[config.mk]
export PLATFORM = sky130hd
export DESIGN_NAME = rmii_rx_flat
export DESIGN_NICKNAME = d
export VERILOG_FILES = /design/src/rtl/rmii_rx_if.sv /design/src/rtl/rmii_rx.sv /design/src/flat_wrapper.sv
export SDC_FILE = /design/constraint.sdc
export NUM_CORES = 1
export LEC_CHECK = 0
export ABC_AREA = 1
export CAP_MARGIN = 20
export CELL_PAD_IN_SITES_DETAIL_PLACEMENT = 1
export CELL_PAD_IN_SITES_GLOBAL_PLACEMENT = 1
export CORE_MARGIN = 5
export CORE_UTILIZATION = 40
export CTS_CLUSTER_DIAMETER = 30
export CTS_CLUSTER_SIZE = 8
export DETAILED_ROUTE_END_ITERATION = 10
export PLACE_DENSITY_LB_ADDON = 0.1
export RECOVER_POWER = 50
export SLEW_MARGIN = 5
export SYNTH_ARGS = -nofsm -noshare
export SYNTH_HDL_FRONTEND = slang
export SYNTH_SLANG_ARGS = --single-unit
[constraint.sdc]
create_clock -name clk -period 1.8 [get_ports clk]
set_clock_uncertainty 0.2 [all_clocks]
set_input_delay 0.36 -clock clk [delete_from_list [all_inputs] [get_ports clk]]
set_output_delay 0.36 -clock clk [all_outputs]
set_load 0.02 [all_outputs]
[src/rtl/rmii_rx_if.sv]
// rmii_rx_if: byte stream from the RMII receive front end to the frame parser.
//   received_byte  assembled byte, meaningful only while byte_valid
//   byte_valid     one-cycle strobe per byte (SFD 0xD5 first, then DA..FCS)
//   frame_active   high from the SFD strobe until the frame_end strobe
//   frame_end      one-cycle strobe at frame termination
//   frame_error    qualified by frame_end: partial byte, RXER or oversize
// master = rmii_rx (producer), slave = consumer.
interface rmii_rx_if;
    logic [7:0] received_byte;
    logic       byte_valid;
    logic       frame_active;
    logic       frame_end;
    logic       frame_error;

    modport master (output received_byte, byte_valid, frame_active, frame_end, frame_error);
    modport slave  (input  received_byte, byte_valid, frame_active, frame_end, frame_error);
endinterface

[src/rtl/rmii_rx.sv]
// rmii_rx: RMII receive front end (LAN8720 pins -> byte stream).
// Registers the PHY pins on the 50 MHz reference clock, aligns on the SFD,
// assembles LSB-first dibits into bytes, filters CRS_DV end-of-frame toggling
// and reports frame end with partial-byte / RXER / oversize errors.
//
// Ports:
//   clk          50 MHz RMII reference clock
//   resetn       asynchronous active-low reset
//   rmii_crs_dv  PHY CRS_DV
//   rmii_rxd     PHY RXD[1:0]
//   rmii_rx_er   PHY RXER
//   rx           byte stream output (rmii_rx_if.master)
//
// state     | meaning
// ----------+---------------------------------------------------------------
// S_IDLE     | carrier absent, waiting for CRS_DV
// S_PREAMBLE | counting 01 dibits, waiting for the 11 SFD dibit
// S_DATA     | assembling frame bytes after the SFD
// S_DROP     | rejected or aborted frame, waiting for carrier to go idle
module rmii_rx #(
    parameter int PREAMBLE_MIN_DIBITS = 8,
    parameter int MAX_FRAME_BYTES     = 1522
) (
    input  logic       clk,
    input  logic       resetn,
    input  logic       rmii_crs_dv,
    input  logic [1:0] rmii_rxd,
    input  logic       rmii_rx_er,
    rmii_rx_if.master  rx
);

    localparam int              CNT_W    = $clog2(MAX_FRAME_BYTES + 1);
    localparam logic [CNT_W-1:0] BYTE_MAX = CNT_W'(MAX_FRAME_BYTES);
    localparam logic [7:0]      PRE_MIN  = 8'(PREAMBLE_MIN_DIBITS);

    typedef enum logic [1:0] {S_IDLE, S_PREAMBLE, S_DATA, S_DROP} state_t;

    state_t state, state_nxt;

    logic             crs_dv_q, rx_er_q;
    logic [1:0]       rxd_q;
    logic             hold_valid, hold_crs, hold_er;
    logic [1:0]       hold_dibit;

    logic [7:0]       shreg, shreg_nxt;
    logic [1:0]       dibit_idx, dibit_idx_nxt;
    logic [7:0]       pre_cnt, pre_cnt_nxt;
    logic [CNT_W-1:0] byte_cnt, byte_cnt_nxt;
    logic             sticky_err, sticky_err_nxt;

    logic [7:0]       rb_q, rb_nxt;
    logic             bv_q, bv_nxt, fa_q, fa_nxt, fe_q, fe_nxt, ferr_q, ferr_nxt;

    logic [7:0]       shifted;
    logic             crs_low2;
    logic             commit;

    assign rx.received_byte = rb_q;
    assign rx.byte_valid    = bv_q;
    assign rx.frame_active  = fa_q;
    assign rx.frame_end     = fe_q;
    assign rx.frame_error   = ferr_q;

    // Held dibit enters at the top; after four commits bits 1:0 hold the first.
    assign shifted  = {hold_dibit, shreg[7:2]};
    // The held sample and the current sample are consecutive CRS_DV samples.
    assign crs_low2 = !hold_crs && !crs_dv_q;
    // A low CRS_DV on the first dibit of a nibble is the RMII toggle when
    // carrier returns on the very next sample; the data is still valid.
    assign commit   = hold_crs || (!dibit_idx[0] && crs_dv_q);

    always_ff @(posedge clk or negedge resetn) begin
        if (!resetn) begin
            state <= S_IDLE;
        end else begin
            state <= state_nxt;
        end
    end

    always_ff @(posedge clk or negedge resetn) begin
        if (!resetn) begin
            crs_dv_q   <= 1'b0;
            rxd_q      <= 2'b00;
            rx_er_q    <= 1'b0;
            hold_valid <= 1'b0;
            hold_crs   <= 1'b0;
            hold_dibit <= 2'b00;
            hold_er    <= 1'b0;
            shreg      <= 8'h00;
            dibit_idx  <= 2'd0;
            pre_cnt    <= 8'd0;
            byte_cnt   <= '0;
            sticky_err <= 1'b0;
            rb_q       <= 8'h00;
            bv_q       <= 1'b0;
            fa_q       <= 1'b0;
            fe_q       <= 1'b0;
            ferr_q     <= 1'b0;
        end else begin
            crs_dv_q   <= rmii_crs_dv;
            rxd_q      <= rmii_rxd;
            rx_er_q    <= rmii_rx_er;
            hold_valid <= 1'b1;
            hold_crs   <= crs_dv_q;
            hold_dibit <= rxd_q;
            hold_er    <= rx_er_q;
            shreg      <= shreg_nxt;
            dibit_idx  <= dibit_idx_nxt;
            pre_cnt    <= pre_cnt_nxt;
            byte_cnt   <= byte_cnt_nxt;
            sticky_err <= sticky_err_nxt;
            rb_q       <= rb_nxt;
            bv_q       <= bv_nxt;
            fa_q       <= fa_nxt;
            fe_q       <= fe_nxt;
            ferr_q     <= ferr_nxt;
        end
    end

    always_comb begin
        state_nxt      = state;
        shreg_nxt      = shreg;
        dibit_idx_nxt  = dibit_idx;
        pre_cnt_nxt    = pre_cnt;
        byte_cnt_nxt   = byte_cnt;
        sticky_err_nxt = sticky_err;
        rb_nxt         = rb_q;
        bv_nxt         = 1'b0;
        fa_nxt         = fa_q;
        fe_nxt         = 1'b0;
        ferr_nxt       = 1'b0;

        unique case (state)
            S_IDLE: begin
                pre_cnt_nxt = 8'd0;
                if (crs_dv_q) begin
                    state_nxt = S_PREAMBLE;
                end
            end

            S_PREAMBLE: begin
                if (crs_low2) begin
                    state_nxt = S_IDLE;
                end else if (hold_valid) begin
                    unique case (hold_dibit)
                        2'b00: ;
                        2'b01: begin
                            shreg_nxt = shifted;
                            if (pre_cnt != 8'hFF) begin
                                pre_cnt_nxt = pre_cnt + 8'd1;
                            end
                        end
                        2'b11: begin
                            shreg_nxt = shifted;
                            if (pre_cnt >= PRE_MIN) begin
                                rb_nxt         = shifted;
                                bv_nxt         = 1'b1;
                                fa_nxt         = 1'b1;
                                dibit_idx_nxt  = 2'd0;
                                byte_cnt_nxt   = '0;
                                sticky_err_nxt = 1'b0;
                                state_nxt      = S_DATA;
                            end else begin
                                state_nxt = S_DROP;
                            end
                        end
                        default: state_nxt = S_DROP;
                    endcase
                end
            end

            S_DATA: begin
                if (hold_valid) begin
                    if (commit) begin
                        shreg_nxt     = shifted;
                        dibit_idx_nxt = dibit_idx + 2'd1;
                        if (hold_er) begin
                            sticky_err_nxt = 1'b1;
                        end
                        if (dibit_idx == 2'd3) begin
                            if (byte_cnt == BYTE_MAX) begin
                                // One byte too many: abort instead of emitting it.
                                fe_nxt    = 1'b1;
                                ferr_nxt  = 1'b1;
                                fa_nxt    = 1'b0;
                                state_nxt = S_DROP;
                            end else begin
                                rb_nxt       = shifted;
                                bv_nxt       = 1'b1;
                                byte_cnt_nxt = byte_cnt + 1'b1;
                            end
                        end
                    end else begin
                        fe_nxt    = 1'b1;
                        ferr_nxt  = sticky_err || (dibit_idx != 2'd0);
                        fa_nxt    = 1'b0;
                        state_nxt = S_IDLE;
                    end
                end
            end

            S_DROP: begin
                if (crs_low2) begin
                    state_nxt = S_IDLE;
                end
            end

            default: state_nxt = S_IDLE;
        endcase
    end

endmodule

[src/flat_wrapper.sv]
// flat-port wrapper written by rule: the top's interface ports become plain ports
module rmii_rx_flat 
#(
    parameter int PREAMBLE_MIN_DIBITS = 8,
    parameter int MAX_FRAME_BYTES     = 1522
)
  (clk, resetn, rmii_crs_dv, rmii_rxd, rmii_rx_er, rx_received_byte, rx_byte_valid, rx_frame_active, rx_frame_end, rx_frame_error);
  rmii_rx_if rx_i ();
  input  logic clk;
  input  logic resetn;
  input  logic rmii_crs_dv;
  input  logic [1:0] rmii_rxd;
  input  logic rmii_rx_er;
  output wire logic [$bits(rx_i.received_byte)-1:0] rx_received_byte;
  output wire logic [$bits(rx_i.byte_valid)-1:0] rx_byte_valid;
  output wire logic [$bits(rx_i.frame_active)-1:0] rx_frame_active;
  output wire logic [$bits(rx_i.frame_end)-1:0] rx_frame_end;
  output wire logic [$bits(rx_i.frame_error)-1:0] rx_frame_error;
  assign rx_received_byte = rx_i.received_byte;
  assign rx_byte_valid = rx_i.byte_valid;
  assign rx_frame_active = rx_i.frame_active;
  assign rx_frame_end = rx_i.frame_end;
  assign rx_frame_error = rx_i.frame_error;
  rmii_rx #(.PREAMBLE_MIN_DIBITS(PREAMBLE_MIN_DIBITS), .MAX_FRAME_BYTES(MAX_FRAME_BYTES)) u_core (.clk(clk), .resetn(resetn), .rmii_crs_dv(rmii_crs_dv), .rmii_rxd(rmii_rxd), .rmii_rx_er(rmii_rx_er), .rx(rx_i));
endmodule
==> results of run 1 <==
==> flip-flops by register name, summed over array words and instances (netlist names), 2 cells and up <==
signal                   cells
u_core.shreg                 6
u_core.hold_dibit            2
u_core.state                 2
u_core.dibit_idx             2
u_core.pre_cnt               8
u_core.rx.received_byte      8
u_core.byte_cnt             11
u_core.rxd_q                 2
==> worst reg2reg max path: stages, from the launching register on <==
cell and delay (ns):
dfrtp_1 0.40, inv_2 0.09, ha_4 0.30, nand2_4 0.05
o21ai_4 0.20, nand3_2 0.11, nor2_4 0.18, nand2_8 0.15
nand2_1 0.11, nand2_1 0.06
==> metrics by stage <==
stage / util, % / hold slack (ns) / setup WS (ns)
2_1_floorplan: - / -0.136 / -0.0372
3_3_place_gp: 47.9 / 0.135 / -0.0971
3_5_place_dp: 47.9 / 0.139 / -0.144
4_1_cts: 51.1 / 0.164 / -0.0873
5_1_grt: 53.3 / 0.170 / -0.224
6_report: 53.3 / 0.160 / -0.133
==> final cells by class <==
| cell class | count | area, sq um | share of cell area [%] |
|---|---|---|---|
| multi-input combinational | 258 | 1460 | 40.7 |
| sequential | 51 | 1280 | 35.4 |
| timing repair buffer | 62 | 522 | 14.5 |
| inverter | 37 | 141 | 3.93 |
| tap | 80 | 100 | 2.78 |
| clock buffer | 5 | 68.8 | 1.91 |
| clock inverter | 3 | 28.8 | 0.799 |
==> what timing repair did <==
action / 4_1_cts / 5_1_grt
buffers inserted: 7 / 5
setup endpoints to repair: 50 / 39
gates cloned: 1 / 0
endpoints found under the hold margin: 51 / 0
resized for setup: 26 / 29
pin swaps: 3 / 8
hold buffers: 1 / 0
==> logic make-up after synthesis <==
kind of cell,after synthesis,synth area share (%)
and+or+nand+nor,218,34.8
DFF,51,46.2
buffers and inverters,44,7.39
AOI/OAI and AO/OA,21,4.58
adders and majority gates,11,4.98
xor gates and xnor gates,5,1.59
other,1,0.136
muxes,1,0.362
==> synthesized netlist by cell type, drive strengths merged (2+ instances only) <==
cell	n	share of area [%]
inv	37	5.1
nand4	7	1.6
buf	6	1.9
nor2	39	6.6
a21oi	5	0.91
ha	11	5.0
nand3	20	3.8
nor3b	3	0.82
xor2	3	0.95
dfrtp	51	46
o21ai	13	2.9
nor3	3	0.54
nand2	144	21
xnor2	2	0.63
==> worst max path at each step <==
stage | from | to | slack (ns) | cells after the start
final | u_core.state[0]$_DFFE_PN0P_ | u_core.rx.received_byte[6]$_DFFE_PN0P_ | -0.13 | 9
after CTS | u_core.state[0]$_DFFE_PN0P_ | u_core.byte_cnt[3]$_DFFE_PN0P_ | -0.09 | 11
after detailed placement | u_core.state[0]$_DFFE_PN0P_ | u_core.rx.received_byte[2]$_DFFE_PN0P_ | -0.14 | 9
after global routing | u_core.state[1]$_DFFE_PN0P_ | u_core.byte_cnt[3]$_DFFE_PN0P_ | -0.22 | 11
after floorplan | u_core.state[0]$_DFFE_PN0P_ | u_core.rx.received_byte[1]$_DFFE_PN0P_ | -0.04 | 10
after global placement | u_core.state[0]$_DFFE_PN0P_ | u_core.rx.received_byte[2]$_DFFE_PN0P_ | -0.1 | 9
==> report_power, final <==
| part | switching [uW] | internal [uW] | leakage (uW) |
|---|---|---|---|
| Sequential | 155 | 1390 | 0.000663 |
| Clock | 437 | 289 | 0.0000502 |
| Combinational | 1650 | 1250 | 0.00110 |
==> routing by layer <==
layer / up-vias / track usage, % / routed length [um]
met5: - / 0 / 0
met2: 31 / 28.7 / 3420
met1: 1169 / 22.9 / 3410
li1: 1214 / - / -
met4: 0 / 4.64 / 96
met3: 8 / 2.90 / 172
==> results.sh, run 1 <==
export IMPL_synth_flop_cell="dfrtp_1"
export IMPL_clkTransAtPathRegs_ns=0.11
export IMPL_numPlacedInstances=474
export IMPL_grt_pass1_vias=2510
export IMPL_final_cell_mix="nand2_1 (123), dfrtp_1 (51), buf_4 (38), inv_1 (31), nor2_1 (29)"
export IMPL_cts_inserted_buffers=5
export IMPL_cpMaxStageDelayCell="dfrtp_1"
export IMPL_core_area_sq_um=6760
export IMPL_ys_types=36
export IMPL_r2r_cells=9
export IMPL_synth_edf_count=0
export IMPL_tns_ns=-3.05
export IMPL_critical_path_top_delay_family="simple AND/OR/NAND/NOR gates"
export IMPL_power_density_nw_per_um2=1440
export IMPL_row_count=30
export IMPL_clock_latency_ns=0.31
export IMPL_status="finished, violations left"
export IMPL_power_uw=5170
export IMPL_fin_cells=496
export IMPL_cp_end_kind="flip-flop"
export IMPL_worst_slack_ns=-0.133
export IMPL_crit_arrival_ns=1.94
export IMPL_finalCritPeriodShare_pct=107
export IMPL_port_buffers=17
export IMPL_layout_min_cycle_time_ns=1.93
export IMPL_fmax_ghz=0.517
export IMPL_slew_headroom_pct=52.4
export IMPL_rsz0062_at_grt="true"
export IMPL_cts_sinks=51
export IMPL_dieArea_sq_um=8660
export IMPL_firstDrtPassIters=4
export IMPL_die_w_um=93.1
export IMPL_worst_pin_slew_ns=0.713
export IMPL_path_buf_inv=1
export IMPL_routed_via_density=4.88
export IMPL_h_tree_depth=2
export IMPL_grt_max_degree=52
export IMPL_setup_viol=29
export IMPL_diodes=0
export IMPL_fill_cells=833
export IMPL_antenna_left=0
export IMPL_drt_initial_drc_count=46
export IMPL_start_kind="flip-flop"
export IMPL_grt_overflow_total=0
export IMPL_finalWirelength_um=7110
export IMPL_hold_class="flip-flop to flip-flop"
export IMPL_worstPathCellList="inv_2 -> ha_4 -> nand2_4 -> o21ai_4 -> nand3_2 -> nor2_4 -> nand2_8 -> nand2_1 -> nand2_1"
export IMPL_cp_max_fo=19
export IMPL_root_buffer="clkbuf_8"
export IMPL_cp_common_cell="nand2_1"
export IMPL_placed_cell_area_sq_um=3240
export IMPL_drive_gt1_share_pct=25.2
export IMPL_fp_dieH_um=93.1
export IMPL_peakVddDrop_mv=0.674
export IMPL_final_cell_area_sq_um=3600
export IMPL_remaining_drc_errors=0
export IMPL_rrSetupSlack_ns=-0.13
export IMPL_syn_to_final_growth_pct=30.4
export IMPL_globalplace_congestion=0.779
export IMPL_synthArstFlopShare_pct=100
export IMPL_final_common_cell="nand2_1"
export IMPL_drv_slew=0
export IMPL_cts_path_max_buffers=2
export IMPL_ys_ff_latch=51
export IMPL_required_ns=1.81
export IMPL_reg2reg_from="u_core.state[0]$_DFFE_PN0P_"
export IMPL_slowest_delay_ns=0.40
export IMPL_syn_num_nets=369
export IMPL_critical_path_class="flip-flop to flip-flop"
export IMPL_min_to="u_core.hold_dibit[0]$_DFF_PN0_"
export IMPL_avgRoutedWirePerCell_um=14.3
export IMPL_netlist_instances=352
export IMPL_avgSynthCellArea_sq_um=7.84
export IMPL_timing_rr_end="u_core.rx.received_byte[6]$_DFFE_PN0P_"
export IMPL_hold_viol_final=0
export IMPL_start_util_pct=40.9
export IMPL_grt_pass1_wl_um=12000
export IMPL_dp_hpwl_um=4750
export IMPL_hp_start="u_core.rxd_q[0]$_DFF_PN0_"
export IMPL_grt_usage_pct=17.2
export IMPL_cap_violations=0
export IMPL_ios=18
export IMPL_yosysWarnings=0
export IMPL_ys_seq_area_share_pct=46.2
export IMPL_grt_antenna_before_repair=0
export IMPL_cts_tree="yes"
export IMPL_p_leak_uw=0.00181
export IMPL_hold_path_depth=0
export IMPL_violations="negative setup slack"
export IMPL_netlist_area_sq_um=2760
export IMPL_vias=2422
export IMPL_final_nets=432
Note: power is estimated with default switching activity, not from simulation.
==> run 2, diff against run 1 <==
--- a/config.mk
+++ b/config.mk
@@ -9,6 +9,7 @@
 export CAP_MARGIN = 20
 export CELL_PAD_IN_SITES_DETAIL_PLACEMENT = 1
 export CELL_PAD_IN_SITES_GLOBAL_PLACEMENT = 1
+export CORE_ASPECT_RATIO = 1.4
 export CORE_MARGIN = 5
 export CORE_UTILIZATION = 40
 export CTS_CLUSTER_DIAMETER = 30
==> run 2 against run 1 <==
- the flow still finishes with violations (negative setup slack)
- setup slack better by 0.046 ns
- register-to-register slack improved by 0.05 ns
- utilization shrank 0.65 points
- maximum frequency grew 2.4%
- clock power rose by 14%
- power fell by 4.5%
- sequential power is essentially flat
- sequential cell count unchanged
- via count fell by 0.54%
- count of clock-buffer cells in the layout unchanged
- highest routed layer unchanged
==> results.sh, run 2 (synthesized netlist as in run 1, its figures left out) <==
export IMPL_diodes=0
export IMPL_grt_max_degree=52
export IMPL_drt_initial_drc_count=40
export IMPL_remaining_drc_errors=0
export IMPL_dieArea_sq_um=8690
export IMPL_grt_pass1_wl_um=11600
export IMPL_grt_usage_pct=16.9
export IMPL_largest_reg_flops=11
export IMPL_cts_inserted_buffers=5
export IMPL_cp_end_kind="flip-flop"
export IMPL_worst_slack_ns=-0.0875
export IMPL_clkTransAtPathRegs_ns=0.09
export IMPL_die_w_um=80.2
export IMPL_cp_common_cell="nand2_1"
export IMPL_fin_cells=500
export IMPL_setup_viol=25
export IMPL_slew_headroom_pct=53.4
export IMPL_top_layer_used="met4"
export IMPL_cts_sinks=51
export IMPL_syn_to_final_growth_pct=26.9
export IMPL_final_cell_mix="nand2_1 (123), dfrtp_1 (51), nor2_1 (32), inv_1 (31), buf_4 (30)"
export IMPL_path_buf_inv=2
export IMPL_cts_path_max_buffers=2
export IMPL_crit_arrival_ns=1.89
export IMPL_finalWirelength_um=6940
export IMPL_top_register="u_core.byte_cnt"
export IMPL_rsz0062_at_grt="true"
export IMPL_required_ns=1.80
export IMPL_power_density_nw_per_um2=1410
export IMPL_hold_class="flip-flop to flip-flop"
export IMPL_hold_viol_final=0
export IMPL_fill_cells=835
export IMPL_h_tree_depth=2
export IMPL_layout_min_cycle_time_ns=1.89
export IMPL_start_util_pct=41.5
export IMPL_finalCritPeriodShare_pct=105
export IMPL_m1WireLength_um=2720
export IMPL_root_buffer="clkbuf_8"
export IMPL_drv_slew=0
export IMPL_routed_via_density=4.82
export IMPL_dr_wl_met2_um=3910
export IMPL_grt_antenna_before_repair=0
export IMPL_port_buffers=17
export IMPL_status="finished, violations left"
export IMPL_cpMaxStageDelayCell="dfrtp_1"
export IMPL_drive_gt1_share_pct=22.5
export IMPL_clock_latency_ns=0.31
export IMPL_peakVddDrop_mv=0.661
export IMPL_pre_cts_slack_ns=-0.128
export IMPL_vias=2409
export IMPL_row_count=35
export IMPL_globalplace_congestion=0.825
export IMPL_final_nets=424
export IMPL_firstDrtPassIters=4
export IMPL_core_area_sq_um=6660
export IMPL_ios=18
export IMPL_avgRoutedWirePerCell_um=13.9
export IMPL_dp_hpwl_um=5090
export IMPL_grt_overflow_total=0
export IMPL_cap_violations=0
export IMPL_p_leak_uw=0.00177
export IMPL_power_uw=4930
export IMPL_worstPathCellList="inv_2 -> ha_4 -> nand2_4 -> o21ai_4 -> nand3_2 -> nor2_4 -> buf_6 -> nand2_8 -> nand2_1 -> nand2_1"
export IMPL_fmax_ghz=0.530
export IMPL_cts_tree="yes"
export IMPL_grt_pass1_vias=2578
export IMPL_fp_dieH_um=108
export IMPL_numPlacedInstances=484
export IMPL_slowest_delay_ns=0.41
export IMPL_cp_max_fo=10
export IMPL_critical_path_top_delay_family="simple AND/OR/NAND/NOR gates"
export IMPL_worst_pin_slew_ns=0.699
export IMPL_final_common_cell="nand2_1"
export IMPL_start_kind="flip-flop"
export IMPL_critical_path_class="flip-flop to flip-flop"
export IMPL_violations="negative setup slack"
export IMPL_antenna_left=0
export IMPL_wl_met3_um=98
-- run 2: stage by stage --
stage	TNS [ns]	hold slack (ns)	cell area, sq um	utilization, %
after global routing	-5.92	0.170	3500	52.7
after CTS	-1.32	0.164	3430	51.5
after detailed placement	-2.56	0.140	3250	48.8
final	-1.33	0.163	3500	52.7
after floorplan	-0.343	-0.136	2780	-
after global placement	-1.36	0.133	3250	48.8
-- run 2: power breakdown --
part	total (uW)	leakage [uW]	internal, uW	switching [uW]
Sequential	1540	0.000663	1380	153
Clock	825	0.0000587	422	403
Combinational	2570	0.00104	1090	1480
-- run 2: layout make-up --
class | instances | area (sq um) | area share [%]
multi-input combinational | 258 | 1400 | 39.9
sequential | 51 | 1280 | 36.4
timing repair buffer | 54 | 458 | 13.1
inverter | 37 | 141 | 4.03
tap | 92 | 115 | 3.28
clock buffer | 5 | 68.8 | 1.96
clock inverter | 3 | 47.5 | 1.36
-- run 2: worst paths after layout --
path / start / endpoint / slack (ns) / cells after the start
worst max-delay path: u_core.state[0]$_DFFE_PN0P_ / u_core.byte_cnt[8]$_DFFE_PN0P_ / -0.09 / 10
worst min-delay path: u_core.rx_er_q$_DFF_PN0_ / u_core.hold_er$_DFF_PN0_ / 0.16 / 0
worst max register to register: u_core.state[0]$_DFFE_PN0P_ / u_core.byte_cnt[8]$_DFFE_PN0P_ / -0.09 / 10
worst min register to register: u_core.rx_er_q$_DFF_PN0_ / u_core.hold_er$_DFF_PN0_ / 0.16 / 0
max in group asynchronous: resetn / u_core.pre_cnt[0]$_DFFE_PN0P_ / 0.39 / 3
min in group asynchronous: resetn / u_core.byte_cnt[1]$_DFFE_PN0P_ / 0.55 / 3
-- run 2: layer usage --
metal  track usage, %  vias up
met1             17.8     1173
met3             2.67       16
met5                0        -
met4             6.88        0
met2             32.6       23
li1                 -     1197
-- run 2: what timing repair did --
| item | CTS | global route |
|---|---|---|
| setup endpoints to repair | 46 | 39 |
| hold buffers | 1 | 0 |
| pin swaps | 2 | 6 |
| endpoints found under the hold margin | 51 | 0 |
| cloned | 0 | 1 |
| gates resized for setup | 27 | 15 |
| setup buffers | 2 | 4 |
